### src/rtl/shift_issue_stage.sv
// Registered RV32I shift issue stage: decodes SLL/SRL/SRA(I) into shifter operands through a 2-entry skid buffer.
// Latency 1 cycle when empty; in_ready comes from registered state only; outputs hold while out_valid && !out_ready.
module shift_issue_stage #(
    parameter int XLEN    = 32,
    parameter int SHAMT_W = 5,
    parameter int RD_W    = 5
) (
    input  logic               clk,
    input  logic               rst,
    input  logic               flush,
    input  logic               in_valid,
    output logic               in_ready,
    input  logic [XLEN-1:0]    in_rs1,
    input  logic [XLEN-1:0]    in_rs2,
    input  logic [11:0]        in_imm,
    input  logic               in_use_imm,
    input  logic [2:0]         in_funct3,
    input  logic [6:0]         in_funct7,
    input  logic [RD_W-1:0]    in_rd,
    output logic               out_valid,
    input  logic               out_ready,
    output logic [XLEN-1:0]    out_a,
    output logic [1:0]         out_alufn,
    output logic [SHAMT_W-1:0] out_shamt,
    output logic [RD_W-1:0]    out_rd,
    output logic               out_illegal
);

    typedef struct packed {
        logic [XLEN-1:0]    a;
        logic [1:0]         alufn;
        logic [SHAMT_W-1:0] shamt;
        logic [RD_W-1:0]    rd;
        logic               illegal;
    } entry_t;

    entry_t             dec_dat;
    entry_t             m_dat;
    entry_t             s_dat;
    logic               m_vld;
    logic               s_vld;
    logic [6:0]         eff_f7;
    logic [SHAMT_W-1:0] eff_shamt;
    logic               accept;
    logic               pop;

    // Only rs2[4:0] matters for the register form; the rest never affects decode.
    logic unused_rs2;
    assign unused_rs2 = ^in_rs2[XLEN-1:SHAMT_W];

    always_comb begin
        eff_f7          = in_use_imm ? in_imm[11:5] : in_funct7;
        eff_shamt       = in_use_imm ? in_imm[SHAMT_W-1:0] : in_rs2[SHAMT_W-1:0];
        dec_dat.a       = in_rs1;
        dec_dat.rd      = in_rd;
        dec_dat.alufn   = 2'b11;
        dec_dat.shamt   = '0;
        dec_dat.illegal = 1'b1;
        if (in_funct3 == 3'b001 && eff_f7 == 7'b0000000) begin
            dec_dat.alufn   = 2'b01;
            dec_dat.shamt   = eff_shamt;
            dec_dat.illegal = 1'b0;
        end else if (in_funct3 == 3'b101 && eff_f7 == 7'b0000000) begin
            dec_dat.alufn   = 2'b00;
            dec_dat.shamt   = eff_shamt;
            dec_dat.illegal = 1'b0;
        end else if (in_funct3 == 3'b101 && eff_f7 == 7'b0100000) begin
            dec_dat.alufn   = 2'b10;
            dec_dat.shamt   = eff_shamt;
            dec_dat.illegal = 1'b0;
        end
    end

    assign in_ready = !s_vld;
    assign accept   = in_valid && in_ready && !flush;
    assign pop      = m_vld && out_ready;

    // Data registers are written only on load so held outputs never toggle.
    always_ff @(posedge clk) begin
        if (rst) begin
            m_vld <= 1'b0;
            s_vld <= 1'b0;
            m_dat <= '0;
            s_dat <= '0;
        end else if (flush) begin
            m_vld <= 1'b0;
            s_vld <= 1'b0;
        end else if (s_vld) begin
            if (pop) begin
                m_dat <= s_dat;
                s_vld <= 1'b0;
            end
        end else if (!m_vld || pop) begin
            m_vld <= accept;
            if (accept) begin
                m_dat <= dec_dat;
            end
        end else if (accept) begin
            s_vld <= 1'b1;
            s_dat <= dec_dat;
        end
    end

    assign out_valid   = m_vld;
    assign out_a       = m_dat.a;
    assign out_alufn   = m_dat.alufn;
    assign out_shamt   = m_dat.shamt;
    assign out_rd      = m_dat.rd;
    assign out_illegal = m_dat.illegal;

endmodule

### config.mk
export PLATFORM = sky130hd
export DESIGN_NAME = shift_issue_stage
export DESIGN_NICKNAME = d
export VERILOG_FILES = /design/src/rtl/shift_issue_stage.sv
export SDC_FILE = /design/constraint.sdc
export NUM_CORES = 1
export LEC_CHECK = 0
export BUFFER_PORTS_ARGS = -buffer_cell sky130_fd_sc_hd__buf_2
export CAP_MARGIN = 30
export CORE_MARGIN = 10
export CORE_UTILIZATION = 50
export CTS_CLUSTER_DIAMETER = 40
export CTS_CLUSTER_SIZE = 14
export DETAILED_ROUTE_END_ITERATION = 6
export GPL_ROUTABILITY_DRIVEN = 1
export PLACE_DENSITY = 0.81
export SETUP_SLACK_MARGIN = 0.15
export SYNTH_ARGS = -nofsm -noshare
export SYNTH_HDL_FRONTEND = slang
export SYNTH_SLANG_ARGS = --single-unit
### constraint.sdc
create_clock -name clk -period 3.2 [get_ports clk]
set_input_delay 0.48 -clock clk [delete_from_list [all_inputs] [get_ports clk]]
set_output_delay 0.48 -clock clk [all_outputs]
set_load 0.05 [all_outputs]
==> flow_summary.yaml, run 1 <==
grt:
  grt_usage_pct: 16.46
  use_met3_pct: 5.413
  grt_max_degree: 68
  use_met1_pct: 18.33
  grt-busiest-layer: "met2"
  grt_pass1_wl_um: 15610
  use_met2_pct: 28.75
  grt-ovfl-total: 0
  grt_pass1_vias: 3304
  antenna_found_initial: 0
pwr:
  leakage_nw: 1.793
  power_mw: 2.375
  switching_share_pct: 29.62
  power_frac_comb_pct: 17.0
  peakVddDrop_uv: 274.2
  p_int_mw: 1.671
  switchingPower_uw: 703.3
  clock_power_share_pct: 31.9
  power.density_nw_per_um2: 504.1
  sequentialPowerShare_pct: 51.1
routing:
  drt_iter0_drc: 158
  post_drt_wl_per_cell_um: 15.42
  ant_nets: 0
  drt-vias-per-instance: 5.353
  dr.pass1.iters: 4
  num_vias: 3426
  finalWirelength_um: 9871
  drc: 0
sta:
  setup_viol: 0
  slew_viol_final: 0
  max_freq_ghz: 0.4033
  worst_pin_slew_ps: 549.9
  fin_setup_tns_ps: 0
  period_minus_slack_ps: 2479
  skew_ps: 6.151
  rsz0062_at_grt: "no"
  slew_headroom_pct: 63.34
  period_share_pct: 77.48
  final_hold_viol_count: 0
floorplan:
  die_w_um: 108.0
  io_pins: 144
  die-area_um2: 11670
  core_um2: 7647
  die_h_um: 108.0
  start_util_pct: 50.64
  rows: 32
placement:
  dp_hpwl_um: 7141
  place_congestion: 0.7849
  port_buffers: 116
yosys:
  synthFlopType: "dfxtp_1"
  ys_ff_latch: 92
  synth_nets: 533
  synth.most_common_cell: "dfxtp_1"
  yosysWarnings: 0
  synth_common_cells: "92 x dfxtp_1, 81 x nand2_1, 46 x nor2_1, 39 x a211oi_1, 39 x a21oi_1"
  syn_area_um2: 3872
  yosysTopAreaCellShare_pct: 47.56
  synth_edf_count: 0
  synthArstFlopShare_pct: 0
  synth_cell_types: 43
  netlist_instances: 436
  avgSynthCellArea_um2: 8.882
  yosys.area.top_type: "dfxtp_1"
  seq_area_frac_synth_pct: 47.56
  synth_area_leaders: "dfxtp_1 48%, mux2i_1 9.8%, nand2_1 7.9%"
cells_and_area:
  n_antenna_cell: 0
  n_fill_cell: 690
  final_layout_size_suffix_gt1_share_pct: 29.55
  synthToLayoutAreaGrowth_pct: 21.65
  finalNetCount: 631
clocking:
  clk_latency_ps: 360
  tritoncts: "done"
  cts_resized: 0
  cts_max_level: 3
  hold_buffers: 0
  root_buffer: "clkbuf_8"
  clk_path_buf_depth: 2
  cts_setup_buffers: 0
  cts.sinks: 92
  clk_pin_slew_ps: 90
  cts_buffers: 9
critical_path:
  start_kind: "flip-flop"
  r2r_slack_ps: 1190
  end_kind: "primary output"
  cp_max_fo: 28
  crit_type: "flip-flop to primary output"
  required_ps: 2720
  critPathArrivalTime_ps: 2000
status:
  outcome: "complete, no violations"
min_path:
  worstHoldPathType: "primary input to flip-flop"
flow_run:
  cap_violations: 0
[routing by layer]
layer	vias to the layer above	routed length, um
li1	1732	-
met1	1599	3938
met2	84	5117
met4	0	129
met5	-	0
met3	11	686
[power by group through the flow]
| stage | Sequential (mW) | Combinational, mW | Clock, mW |
|---|---|---|---|
| 2_1_floorplan | 1.38 | 0.139 | 0 |
| 3_3_place_gp | 1.24 | 0.397 | 0 |
| 3_5_place_dp | 1.24 | 0.405 | 0 |
| 4_1_cts | 1.21 | 0.406 | 0.772 |
| 5_1_grt | 1.22 | 0.435 | 0.819 |
| 6_report | 1.21 | 0.403 | 0.757 |
[layout make-up]
cell class,count,area (um2),share of cell area [%]
repair buffers,124,678.2,14.40
clock buffers,9,123.9,2.629
clock inverters,6,65.06,1.381
flip-flops and latches,92,1843,39.12
multi-input cells,305,1866,39.60
inverters,2,7.507,0.1594
well taps,102,127.6,2.709
[sequential cells by signal, summed over array words and instances, names as in the netlist]
name         count
s_vld            1
s_dat           45
out_rd           5
out_illegal      1
out_a           32
out_shamt        5
out_valid        1
out_alufn        2
[logic make-up (layout without fill, tap and decap cells)]
| family | Yosys count | count (layout) | synth area share, % |
|---|---|---|---|
| buffers and inverters | 39 | 141 | 4.265 |
| and+or+nand+nor | 158 | 158 | 18.42 |
| AOI/OAI and AO/OA | 104 | 104 | 18.48 |
| muxes | 43 | 43 | 11.28 |
| DFF | 92 | 92 | 47.56 |
[final timing paths]
| kind | to | startpoint | depth (start not counted) |
|---|---|---|---|
| worst max-delay path | in_ready | s_vld | 3 |
| worst min-delay path | s_dat[11] | in_funct3[2] | 2 |
| worst max register to register | out_shamt[0] | s_vld | 5 |
| worst min register to register | s_dat[14] | s_dat[14] | 2 |
[per-stage QoR]
stage	util (%)	instances	hold slack, ps	area [um2]	setup WS [ps]
floorplan	-	436	436.0	3872	1241
global placement	59.13	625	441.2	4522	1106
detailed placement	59.13	625	447.6	4522	1090
CTS	61.60	640	324.7	4711	705.1
global route	61.60	640	344.4	4711	619.8
finish	61.60	640	338.5	4711	720.7
[critical path, cell delays in order, from the launching register on]
cell,delay [ps]
dfxtp_2,660
buf_4,510
inv_2,210
buf_2,260
[layout by cell type, fill, tap and decap left out, drive strengths merged, types with 2 or more instances in the layout]
master	n
o21bai	2
a221oi	3
nand3	2
inv	3
buf	124
a311oi	3
clkbuf	9
mux2	5
o21ai	8
nor2b	2
nand2	81
nor4	3
nor3b	2
nor3	3
dfxtp	92
a21oi	39
a211oi	39
nor2	47
o41ai	2
mux2i	38
nand4	5
clkinv	3
nand3b	6
Power figures use the tool's default switching activity.
==> run 2: changes to the inputs <==
- CORE_UTILIZATION: 50 -> 44
- PLACE_DENSITY: 0.81 -> 0.75
- clock period: 3.2 -> 2.1 ns (I/O delays scaled with it)
==> run 2 against run 1 <==
  * Setup slack worse by 370 ps
  * Sequential power increased by 53%
  * Core utilization decreased by 6.3 points
  * Wire length grew 2.4%
  * Non-clock buffer count is 1 higher
  * Power is 60% higher
  * Via count rose by 1.2%
  * Clock power rose by 74%
  * Clock skew rose by 6.3 ps
  * Register-to-register slack lost 830 ps
  * First-iteration DRC count is 30% higher
==> flow_summary.yaml, run 2 (same netlist as run 1, synthesis figures left out) <==
critical_path:
  worst_path_max_delay_cell: "dfxtp_2"
  worstPathCellList: "buf_4, inv_2, buf_2"
  rr_worst_depth: 5
  crit_family: "buffers and inverters"
  required_ps: 1780
  r2r_slack_ps: 360
  critPathArrivalTime_ps: 1440
  path_buf_inv: 3
  path_depth: 3
  end_kind: "primary output"
  start_kind: "flip-flop"
  max_stage_delay_ps: 350
  cp_max_fo: 15
  crit_type: "flip-flop to primary output"
floorplan:
  die_w_um: 113.8
  rows: 34
  io_pins: 144
  die-area_um2: 12950
  core_um2: 8636
  start_util_pct: 44.84
  die_h_um: 113.8
sta:
  fin_setup_tns_ps: 0
  period_minus_slack_ps: 1751
  slew_headroom_pct: 65.85
  slew_viol_final: 0
  period_share_pct: 83.38
  skew_ps: 12.42
  setup_viol: 0
  worst_pin_slew_ps: 510.3
  final_hold_viol_count: 0
  rsz0062_at_grt: "no"
  max_freq_ghz: 0.5711
  setup_slack_ps: 349.0
min_path:
  worstHoldPathType: "primary input to flip-flop"
  hold_depth: 3
clocking:
  cts_buffers: 9
  root_buffer: "clkbuf_8"
  cts_resized: 0
  cts.sinks: 92
  hold_buffers: 0
  clk_path_buf_depth: 2
  cts_max_level: 3
  clk_latency_ps: 350
  clk_pin_slew_ps: 100
  cts_setup_buffers: 0
  tritoncts: "done"
cells_and_area:
  regMostFlops: "s_dat"
  synthToLayoutAreaGrowth_pct: 23.39
  final_common_cell: "buf_2"
  finalNetCount: 632
  post-route-cell-area_um2: 4778
  final_cell_mix: "116 x buf_2, 90 x dfxtp_1, 81 x nand2_1, 46 x nor2_1"
  final_layout_size_suffix_gt1_share_pct: 30.19
  n_antenna_cell: 0
  largest_reg_flops: 45
grt:
  grt_pass1_vias: 3515
  grt-ovfl-total: 0
  grt_usage_pct: 15.07
  antenna_found_initial: 0
  grt_max_degree: 57
  grt_pass1_wl_um: 16320
routing:
  finalWirelength_um: 10100
  dr.pass1.iters: 4
  wl_met3_um: 551
  num_vias: 3467
  wl_met1_um: 4215
  wl_met2_um: 5141
  post_drt_wl_per_cell_um: 15.59
  ant_nets: 0
  drc: 0
  drt-vias-per-instance: 5.350
  highest_layer: "met4"
  drt_iter0_drc: 206
placement:
  dp_hpwl_um: 7374
  port_buffers: 116
  dpl_worst_slack_ps: 241.1
  place_congestion: 0.7813
  placedInstanceArea_um2: 4557
pwr:
  leakage_nw: 1.817
  power.density_nw_per_um2: 793.1
  peakVddDrop_uv: 479.0
status:
  outcome: "complete, no violations"
flow_run:
  cap_violations: 0
[run 2: path summary, 6_finish.rpt]
| path | from | endpoint |
|---|---|---|
| hold reg to reg | s_dat[31] | s_dat[31] |
| setup / recovery | s_vld | in_ready |
| setup reg to reg | out_valid | out_a[12] |
| hold / removal | in_rs1[10] | s_dat[23] |
[run 2: area by class of cell]
class                           instances  area, um2
Fill cell                             797       3857
Multi-Input combinational cell        305       1872
Sequential cell                        92       1844
Timing Repair Buffer                  125      698.2
Tap cell                              108      135.1
Clock buffer                           10      127.6
Clock inverter                          6      93.84
Inverter                                2      7.507
[run 2: through the flow]
step / total power [mW] / cells / hold WS, ps / utilization (%)
floorplan: 2.315 / 436 / 386.8 / -
detailed placement: 2.515 / 632 / 446.5 / 52.77
finish: 3.790 / 648 / 200.0 / 55.33
global route: 3.940 / 648 / 193.3 / 55.33
global placement: 2.500 / 632 / 440.6 / 52.77
CTS: 3.820 / 648 / 182.9 / 55.33
[run 2: metal layers]
metal	vias up	global-route usage (%)
li1	1744	-
met1	1630	16.85
met2	77	26.50
met3	16	4.147
met4	0	5.931
met5	-	0
[run 2: tightest hold or removal path, delay by kind of cell]
kind,cells,cell delay (ps)
buf+inv,1,100
compound gates,1,50
simple gates,1,50
[run 2: power by group]
part           switching, mW  total (mW)  internal [mW]
Combinational          0.432       0.623          0.190
Clock                  0.637        1.32          0.683
Sequential            0.0340        1.85           1.81
